### src/rtl/fetch_defs.sv
// ---------------------------------------------------------------------------
// fetch_defs
// Shared state encoding and counter sizing for the instruction fetch unit.
// Revision: 1.0
// ---------------------------------------------------------------------------
`default_nettype none

package fetch_defs;

  // Sequencer states; encodings are fixed so other blocks may decode them.
  typedef enum logic [1:0] {
    IDLE  = 2'd0,
    FETCH = 2'd1,
    DONE  = 2'd2
  } fetch_state_t;

  // Width of the word-index counter; a single-word instruction still gets one bit.
  function automatic int cnt_width(input int words);
    return (words <= 1) ? 1 : $clog2(words);
  endfunction

endpackage

`default_nettype wire

### src/rtl/fetch_word_assembler.sv
// ---------------------------------------------------------------------------
// fetch_word_assembler
// Collects memory words into shadow slots and commits the whole instruction
// to the instruction register in one edge, so partial instructions never show.
// Revision: 1.0
// ---------------------------------------------------------------------------
`default_nettype none

module fetch_word_assembler #(
  parameter int MEM_WIDTH   = 8,
  parameter int INSTR_WORDS = 2,
  parameter int CNT_W       = 1
) (
  input  logic                         clk,
  input  logic                         rst,
  input  logic                         clear,
  input  logic                         wr_en,
  input  logic                         commit,
  input  logic [CNT_W-1:0]             wr_idx,
  input  logic [MEM_WIDTH-1:0]         wr_data,
  output logic [MEM_WIDTH*INSTR_WORDS-1:0] ir
);

  logic [MEM_WIDTH-1:0]             shadow [INSTR_WORDS];
  logic [MEM_WIDTH*INSTR_WORDS-1:0] ir_commit;

  for (genvar i = 0; i < INSTR_WORDS; i++) begin : g_slot
    // Slot write: only the slot addressed by the word counter is loaded.
    always_ff @(posedge clk) begin
      if (rst || clear) begin
        shadow[i] <= '0;
      end else if (wr_en && (wr_idx == CNT_W'(i))) begin
        shadow[i] <= wr_data;
      end
    end

    // Commit view: the word arriving this edge bypasses its slot so the
    // final word lands in the instruction register together with the rest.
    assign ir_commit[i*MEM_WIDTH +: MEM_WIDTH] =
      (wr_en && (wr_idx == CNT_W'(i))) ? wr_data : shadow[i];
  end

  // Instruction register: updated only when the last word is captured.
  always_ff @(posedge clk) begin
    if (rst) begin
      ir <= '0;
    end else if (commit) begin
      ir <= ir_commit;
    end
  end

endmodule

`default_nettype wire

### src/rtl/instruction_fetch_unit.sv
// ---------------------------------------------------------------------------
// instruction_fetch_unit
// Fetches one INSTR_WORDS-word instruction from word-wide memory, advancing
// the PC per captured word, with start/done handshake, unbounded memory wait
// states and PC load that aborts a fetch in progress.
// Revision: 1.0
// ---------------------------------------------------------------------------
`default_nettype none

module instruction_fetch_unit
  import fetch_defs::*;
#(
  parameter int                    ADDR_WIDTH  = 16,
  parameter int                    MEM_WIDTH   = 8,
  parameter int                    INSTR_WORDS = 2,
  parameter logic [ADDR_WIDTH-1:0] RESET_PC    = '0
) (
  input  logic                             Clock,
  input  logic                             Reset,
  input  logic                             Start,
  input  logic                             PCLoad,
  input  logic [ADDR_WIDTH-1:0]            PCLoadValue,
  input  logic                             MemRdy,
  input  logic [MEM_WIDTH-1:0]             MemData,
  output logic                             MemReq,
  output logic [ADDR_WIDTH-1:0]            MemAddress,
  output logic [MEM_WIDTH*INSTR_WORDS-1:0] IROut,
  output logic [ADDR_WIDTH-1:0]            PCOut,
  output logic                             Busy,
  output logic                             Done
);

  localparam int              CNT_W    = cnt_width(INSTR_WORDS);
  localparam logic [CNT_W-1:0] LAST_IDX = CNT_W'(INSTR_WORDS - 1);

  fetch_state_t          state, state_next;
  logic [ADDR_WIDTH-1:0] pc, pc_next;
  logic [CNT_W-1:0]      count, count_next;
  logic                  capture;
  logic                  commit;
  logic                  clear_shadow;

  // State, PC and word counter registers; reset overrides every input.
  always_ff @(posedge Clock) begin
    if (Reset) begin
      state <= IDLE;
      pc    <= RESET_PC;
      count <= '0;
    end else begin
      state <= state_next;
      pc    <= pc_next;
      count <= count_next;
    end
  end

  // Next-state logic; PC load wins over Start and MemRdy in every state.
  always_comb begin
    state_next   = state;
    pc_next      = pc;
    count_next   = count;
    capture      = 1'b0;
    commit       = 1'b0;
    clear_shadow = 1'b0;

    if (PCLoad) begin
      pc_next      = PCLoadValue;
      state_next   = IDLE;
      count_next   = '0;
      clear_shadow = 1'b1;
    end else begin
      case (state)
        IDLE: begin
          if (Start) begin
            state_next = FETCH;
            count_next = '0;
          end
        end
        FETCH: begin
          // Without MemRdy everything holds: an unbounded wait state.
          if (MemRdy) begin
            capture = 1'b1;
            pc_next = pc + ADDR_WIDTH'(1);
            if (count == LAST_IDX) begin
              commit     = 1'b1;
              count_next = '0;
              state_next = DONE;
            end else begin
              count_next = count + CNT_W'(1);
            end
          end
        end
        DONE: begin
          // Back-to-back fetch keeps the pipeline at one instruction per
          // INSTR_WORDS+1 cycles.
          count_next = '0;
          state_next = Start ? FETCH : IDLE;
        end
        default: begin
          state_next = IDLE;
          count_next = '0;
        end
      endcase
    end
  end

  fetch_word_assembler #(
    .MEM_WIDTH   (MEM_WIDTH),
    .INSTR_WORDS (INSTR_WORDS),
    .CNT_W       (CNT_W)
  ) u_assembler (
    .clk     (Clock),
    .rst     (Reset),
    .clear   (clear_shadow),
    .wr_en   (capture),
    .commit  (commit),
    .wr_idx  (count),
    .wr_data (MemData),
    .ir      (IROut)
  );

  // Outputs are pure decodes of registered state.
  assign MemReq     = (state == FETCH);
  assign Busy       = (state == FETCH);
  assign Done       = (state == DONE);
  assign MemAddress = pc;
  assign PCOut      = pc;

endmodule

`default_nettype wire

### config.mk
export PLATFORM = sky130hd
export DESIGN_NAME = instruction_fetch_unit
export DESIGN_NICKNAME = d
export VERILOG_FILES = /design/src/rtl/fetch_defs.sv /design/src/rtl/fetch_word_assembler.sv /design/src/rtl/instruction_fetch_unit.sv
export SDC_FILE = /design/constraint.sdc
export NUM_CORES = 1
export LEC_CHECK = 0
export CAP_MARGIN = 15
export CORE_UTILIZATION = 45
export CTS_CLUSTER_SIZE = 10
export DETAILED_ROUTE_END_ITERATION = 16
export PLACE_DENSITY = 0.84
export SLEW_MARGIN = 20
export SYNTH_ARGS = -nofsm -noshare
export SYNTH_HDL_FRONTEND = slang
export SYNTH_SLANG_ARGS = --single-unit
export TNS_END_PERCENT = 10
### constraint.sdc
create_clock -name Clock -period 2.5 [get_ports Clock]
set_input_delay 0.375 -clock Clock [delete_from_list [all_inputs] [get_ports Clock]]
set_output_delay 0.375 -clock Clock [all_outputs]
set_load 0.005 [all_outputs]
==> results of run 1 <==
[logic make-up (layout without fill, tap and decap cells)]
group	Yosys count	count (layout)	share of synthesized area [%]
buffers and inverters	38	99	11.2
DFF	43	43	44.7
and+or+nand+nor	104	104	26.6
AOI/OAI and AO/OA	39	39	11.7
xor gates and xnor gates	10	10	4.16
adders and majority gates	1	1	0.594
muxes	2	2	1.01
[worst paths after layout]
check	start	slack, ps	to	depth (start not counted)
worst max-delay path	state[0]	510	Busy	3
worst min-delay path	IROut[6]	460	IROut[6]	2
worst min register to register	IROut[6]	460	IROut[6]	2
worst max register to register	MemAddress[0]	660	MemAddress[14]	5
[routing by layer]
layer | global-route usage, % | share of wire [%]
met5 | 0 | 0
met4 | 8.67 | 2.3
met3 | 4.33 | 6.6
met2 | 32.7 | 47
met1 | 25.1 | 44
[area by class of cell]
type,count,area [sq um],share of cell area (%)
Clock buffer,5,68.8,2.39
Multi-Input combinational cell,156,928,32.2
Sequential cell,43,941,32.6
Tap cell,52,65.1,2.25
Inverter,6,22.5,0.781
Timing Repair Buffer,85,836,29.0
Clock inverter,3,23.8,0.824
[critical path, stage by stage, from the launching register on]
cell and delay, ps:
dfxtp_1 530, nand2b_1 160, inv_1 120, clkdlybuf4s50_1 500
[registers in the layout (all words and copies together), names as in the netlist]
| register | count |
|---|---|
| IROut | 16 |
| MemAddress | 16 |
| count | 1 |
| state | 2 |
| u_assembler.shadow | 8 |
[cell usage in the layout, fill, tap and decap left out, drive strengths merged, types with 4 or more instances in the layout]
| cell type | instances |
|---|---|
| nor4 | 9 |
| clkdlybuf4s50 | 79 |
| xnor2 | 9 |
| a211oi | 7 |
| nand3 | 5 |
| edfxtp | 8 |
| nand4 | 4 |
| nand2 | 44 |
| buf | 6 |
| and2 | 8 |
| dfxtp | 35 |
| a21oi | 21 |
| inv | 7 |
| nor2 | 12 |
| clkbuf | 5 |
| nor3 | 7 |
[per-stage QoR]
step	instances	hold slack (ps)	setup WS (ps)	area (sq um)	util, %
2_1_floorplan	237	453	902	2100	-
3_3_place_gp	342	442	339	2790	63.3
3_5_place_dp	342	446	243	2790	63.3
4_1_cts	350	459	502	2890	65.4
5_1_grt	350	479	419	2890	65.4
6_report	350	456	511	2890	65.4
[power by group]
| part | leakage, uW | switching [uW] | internal (uW) |
|---|---|---|---|
| logic | 0.000589 | 72.5 | 129 |
| registers | 0.000376 | 36.5 | 730 |
| clock network | 0.0000408 | 254 | 200 |
| total | 0.00101 | 363 | 1060 |
==> reports/metrics.cfg, run 1 <==
[status]
status=finished, final reports clean

[worst_setup_path]
crit_type=flop to output pin
cp_max_fo=8
endpoint_kind=output pin
startpoint_type=flop
required_ps=2120
cp.arrival_ps=1610

[layout]
drive_gt1_share_pct=7.38
num-fill-cells=377
nets=327
synthToLayoutAreaGrowth_pct=37.1
diodes=0

[timing]
period_share_pct=79.6
setup_viol_count_final=0
drv_slew=0
relSlewSlack_pct=52.3
final.setup.tns_ps=0
fmax_mhz=503
skew_ps=6.48
worst_slew_pin_slew_ps=712
rsz0062_at_grt=no
fin_crit_ps=1990
hold_violations=0

[power]
ir_drop_mv=0.247
power.density_nw_per_um2=492
power_uw=1420
p_leak_uw=0.00101

[clock_tree]
clk_latency_ps=300
cts_made_buffers=5
ctsHtreeMaxLevel=2
cts.clk_slew.worst_paths_ps=90
clock-sinks=43
cts_resized=0
cts_max_path_buffers=2
hold_buffers=0
clock-root-buffer=clkbuf_8
cts_tree=done
post_cts_buffers=0

[job]
max_cap_viol_count=0

[routing]
firstDrtPassIters=6
drt_iter0_markers=118
routed_wl_um=4770
drc_errors=0
ant_nets=0
via_per_inst=5.24
wire_per_inst_um=13.6
via_count=1834

[global_route]
grt_pass1_wl_um=7850
grt_pass1_vias=1758
gr-total-overflow=0
grt_usage_pct=20.0
grt_max_degree=37
antenna_found_initial=0

[logic_synthesis]
synthTopCellsByCount=44 x nand2_1, 35 x dfxtp_1, 21 x a21oi_1
postSynthAreaPerCell_sq_um=8.88
synth_top_area_share_pct=33.3
syn_nets=267
synth-edff-count=8
synth_area_sq_um=2100
synthFlopType=dfxtp_1
synth.distinct_cells=41
ys_seq_elements=43
async_flop_share_pct=0
yosysMostFrequentCell=nand2_1
ys_seq_area_share_pct=44.7
synthCells=237
yosysTopAreaCell=dfxtp_1
yosysWarnings=0
netlist_top_cells_area=dfxtp_1 33%, edfxtp_1 11%, nand2_1 7.8%

[die]
initial_core_util_pct=47.7
core_sq_um=4410
ioPinCount=80
die_h_um=70.4
die_w_um=70.4
num_rows=24
dieArea_sq_um=4950

[worst_hold_path]
hold_path_class=flop to flop

[place]
place.port_buffers=79
gp_congestion=0.791
dpl.hpwl_um=3350

Note: power is estimated with default switching activity, not from simulation.
==> inputs of run 2 (changes only) <==
- CORE_UTILIZATION: 45 -> 43
- PLACE_DENSITY: 0.84 -> 0.8
- clock period: 2.5 -> 1.86 ns (I/O delays scaled with it)
==> run 2 against run 1 <==
  * Clock skew decreased by 1.8 ps
  * Largest cell class unchanged
  * The flow now finishes with violations (design-rule violations)
  * First-iteration DRC count is 14% higher
  * Sequential share of layout area is 1.4 points lower
  * Die area is 4.5% higher
  * Largest power group unchanged
==> reports/metrics.cfg, run 2 (synthesis results as in run 1) <==
[clock_tree]
cts_max_path_buffers=2  ; unchanged
post_cts_buffers=0  ; unchanged
clock-sinks=43  ; unchanged
clock-root-buffer=clkbuf_8  ; unchanged
cts_made_buffers=5  ; unchanged
hold_buffers=0  ; unchanged
clk_latency_ps=300  ; about the same
ctsHtreeMaxLevel=2  ; unchanged
cts_tree=done  ; unchanged
cts.clk_slew.worst_paths_ps=90  ; about the same

[worst_setup_path]
startpoint_type=flop  ; unchanged
reg2reg_from=MemAddress[4]  ; was MemAddress[0]
critical_path.max_stage_delay_ps=510  ; was 530 ps
endpoint_kind=output pin  ; unchanged
cp_max_fo=8  ; unchanged
rr_endpoint=MemAddress[13]  ; was MemAddress[14]
worstPathCellList=nand2b_1 -> inv_1 -> clkdlybuf4s50_1  ; unchanged
startpoint=state[0]  ; unchanged
worst_path_max_delay_cell=clkdlybuf4s50_1  ; was dfxtp_1
cp.arrival_ps=1500  ; was 1610 ps
required_ps=1580  ; was 2120 ps
reg2reg_depth=4  ; was 5
crit_type=flop to output pin  ; unchanged
r2r_setup_slack_ps=190  ; was 660 ps

[timing]
relSlewSlack_pct=77.0  ; was 52.3%
setup_slack_ps=85.0  ; was 511 ps
hold_violations=0  ; unchanged
fin_crit_ps=1780
hold_slack_ps=455  ; was 456 ps
rsz0062_at_grt=no  ; unchanged
fmax_mhz=563
skew_ps=4.68  ; was 6.48 ps
setup_viol_count_final=0  ; unchanged
drv_slew=0  ; unchanged
worst_slew_pin_slew_ps=343  ; was 712 ps
period_share_pct=95.4

[die]
ioPinCount=80  ; unchanged
initial_core_util_pct=44.6  ; was 47.7%
core_sq_um=4720  ; was 4410 sq um
die_h_um=72.0  ; was 70.4 um
num_rows=25  ; was 24
dieArea_sq_um=5180  ; was 4950 sq um
die_w_um=72.0  ; was 70.4 um

[place]
post-place-ws_ps=-143  ; was 243 ps
dp_cells=371  ; was 342
place.port_buffers=79  ; unchanged
dpl.hpwl_um=3510  ; was 3350 um
gp_congestion=0.786  ; was 0.791

[global_route]
grt_pass1_wl_um=7700  ; was 7850 um
grt_usage_pct=19.0  ; was 20.0%
antenna_found_initial=0  ; unchanged
gr-total-overflow=0  ; unchanged
grt_pass1_vias=1746  ; was 1,758
grt_max_degree=18  ; was 37

[routing]
drt_iter0_markers=135  ; was 118
drc_errors=2  ; was 0
ant_nets=0  ; unchanged
routed_wl_um=4690  ; was 4770 um
via_per_inst=4.98  ; was 5.24
via_count=1887  ; was 1,834
wire_per_inst_um=12.4  ; was 13.6 um
firstDrtPassIters=10  ; was 6

[status]
status=complete, but fails checks  ; was finished, final reports clean
violations=design-rule violations

[worst_hold_path]
holdPathStages=2  ; unchanged
hold_end=IROut[4]  ; was IROut[6]
hold_start=IROut[4]  ; was IROut[6]
hold_path_class=flop to flop  ; unchanged

[layout]
instances_no_fill=379  ; was 350
synthToLayoutAreaGrowth_pct=43.6  ; was 37.1%
drive_gt1_share_pct=12.5  ; was 7.38%
diodes=0  ; unchanged
final_core_util_pct=64.0  ; was 65.4%
nets=341  ; was 327
mostFrequentLayoutCell=clkdlybuf4s50_1  ; unchanged
final_cell_mix=79 x clkdlybuf4s50_1, 44 x nand2_1, 34 x dfxtp_1, 21 x a21oi_1, 20 x buf_4  ; was 79 x clkdlybuf4s50_1, 44 x nand2_1, 35 x dfxtp_1, 21 x a21oi_1, 12 x nor2_1

[job]
max_cap_viol_count=0  ; unchanged

[power]
power.density_nw_per_um2=637  ; was 492 nW/um^2
ir_drop_mv=0.355  ; was 0.247 mV
p_leak_uw=0.00107  ; was 0.00101 uW

==> run 2: cell types whose count changed in the layout (fill, tap and decap cells not counted) <==
cell | before | now
buf_4 | 6 | 20
dfxtp_1 | 35 | 34
dfxtp_2 | 0 | 1
nand3_1 | 5 | 4
nand3_2 | 0 | 1
nor4_1 | 7 | 6
nor4_2 | 1 | 2
==> run 2: through the flow <==
stage | setup TNS (ps) | area [sq um] | power (uW)
finish | 0 | 3020 | 1930
global route | 0 | 3020 | 2000
CTS | 0 | 3010 | 1940
floorplan | 0 | 2100 | 1170
global placement | 0 | 2920 | 1330
detailed placement | -220 | 2920 | 1340
==> run 2: where the power goes <==
group	switching [uW]	internal [uW]	total, uW
combinational	107	187	294
clock	339	268	608
sequential	42.3	981	1020
==> run 2: timing repair <==
action	in CTS	in global routing
pin swaps	0	1
gates resized for setup	1	2
endpoints found under the setup margin	2	2
==> run 2: layout make-up <==
type | instances | area (sq um)
well taps | 67 | 83.8
flip-flops and latches | 43 | 942
clock inverters | 3 | 23.8
multi-input cells | 156 | 940
repair buffers | 99 | 941
clock buffers | 5 | 68.8
fillers | 385 | 1700
inverters | 6 | 22.5
==> run 2: worst max-delay path by stage <==
stage                           endpoint  slack [ps]  cells past startpoint
after floorplan           MemAddress[12]         300                      5
after global placement    MemAddress[12]          10                      5
after detailed placement  MemAddress[12]        -140                      5
after CTS                 MemAddress[12]           4                      5
after global routing              MemReq          30                      3
final                               Busy          80                      3
==> run 2: critical path, delay by kind of cell, from the launching register on <==
kind | cells | cell delay (ps)
buf+inv | 2 | 630
flops | 1 | 440
simple gates | 1 | 140
==> run 2: layer usage <==
metal / part of all wire, % / global-route usage, %
met2: 46 / 31.8
met4: 0.94 / 5.88
met1: 46 / 24.3
met5: 0 / 0
met3: 6.1 / 4.72
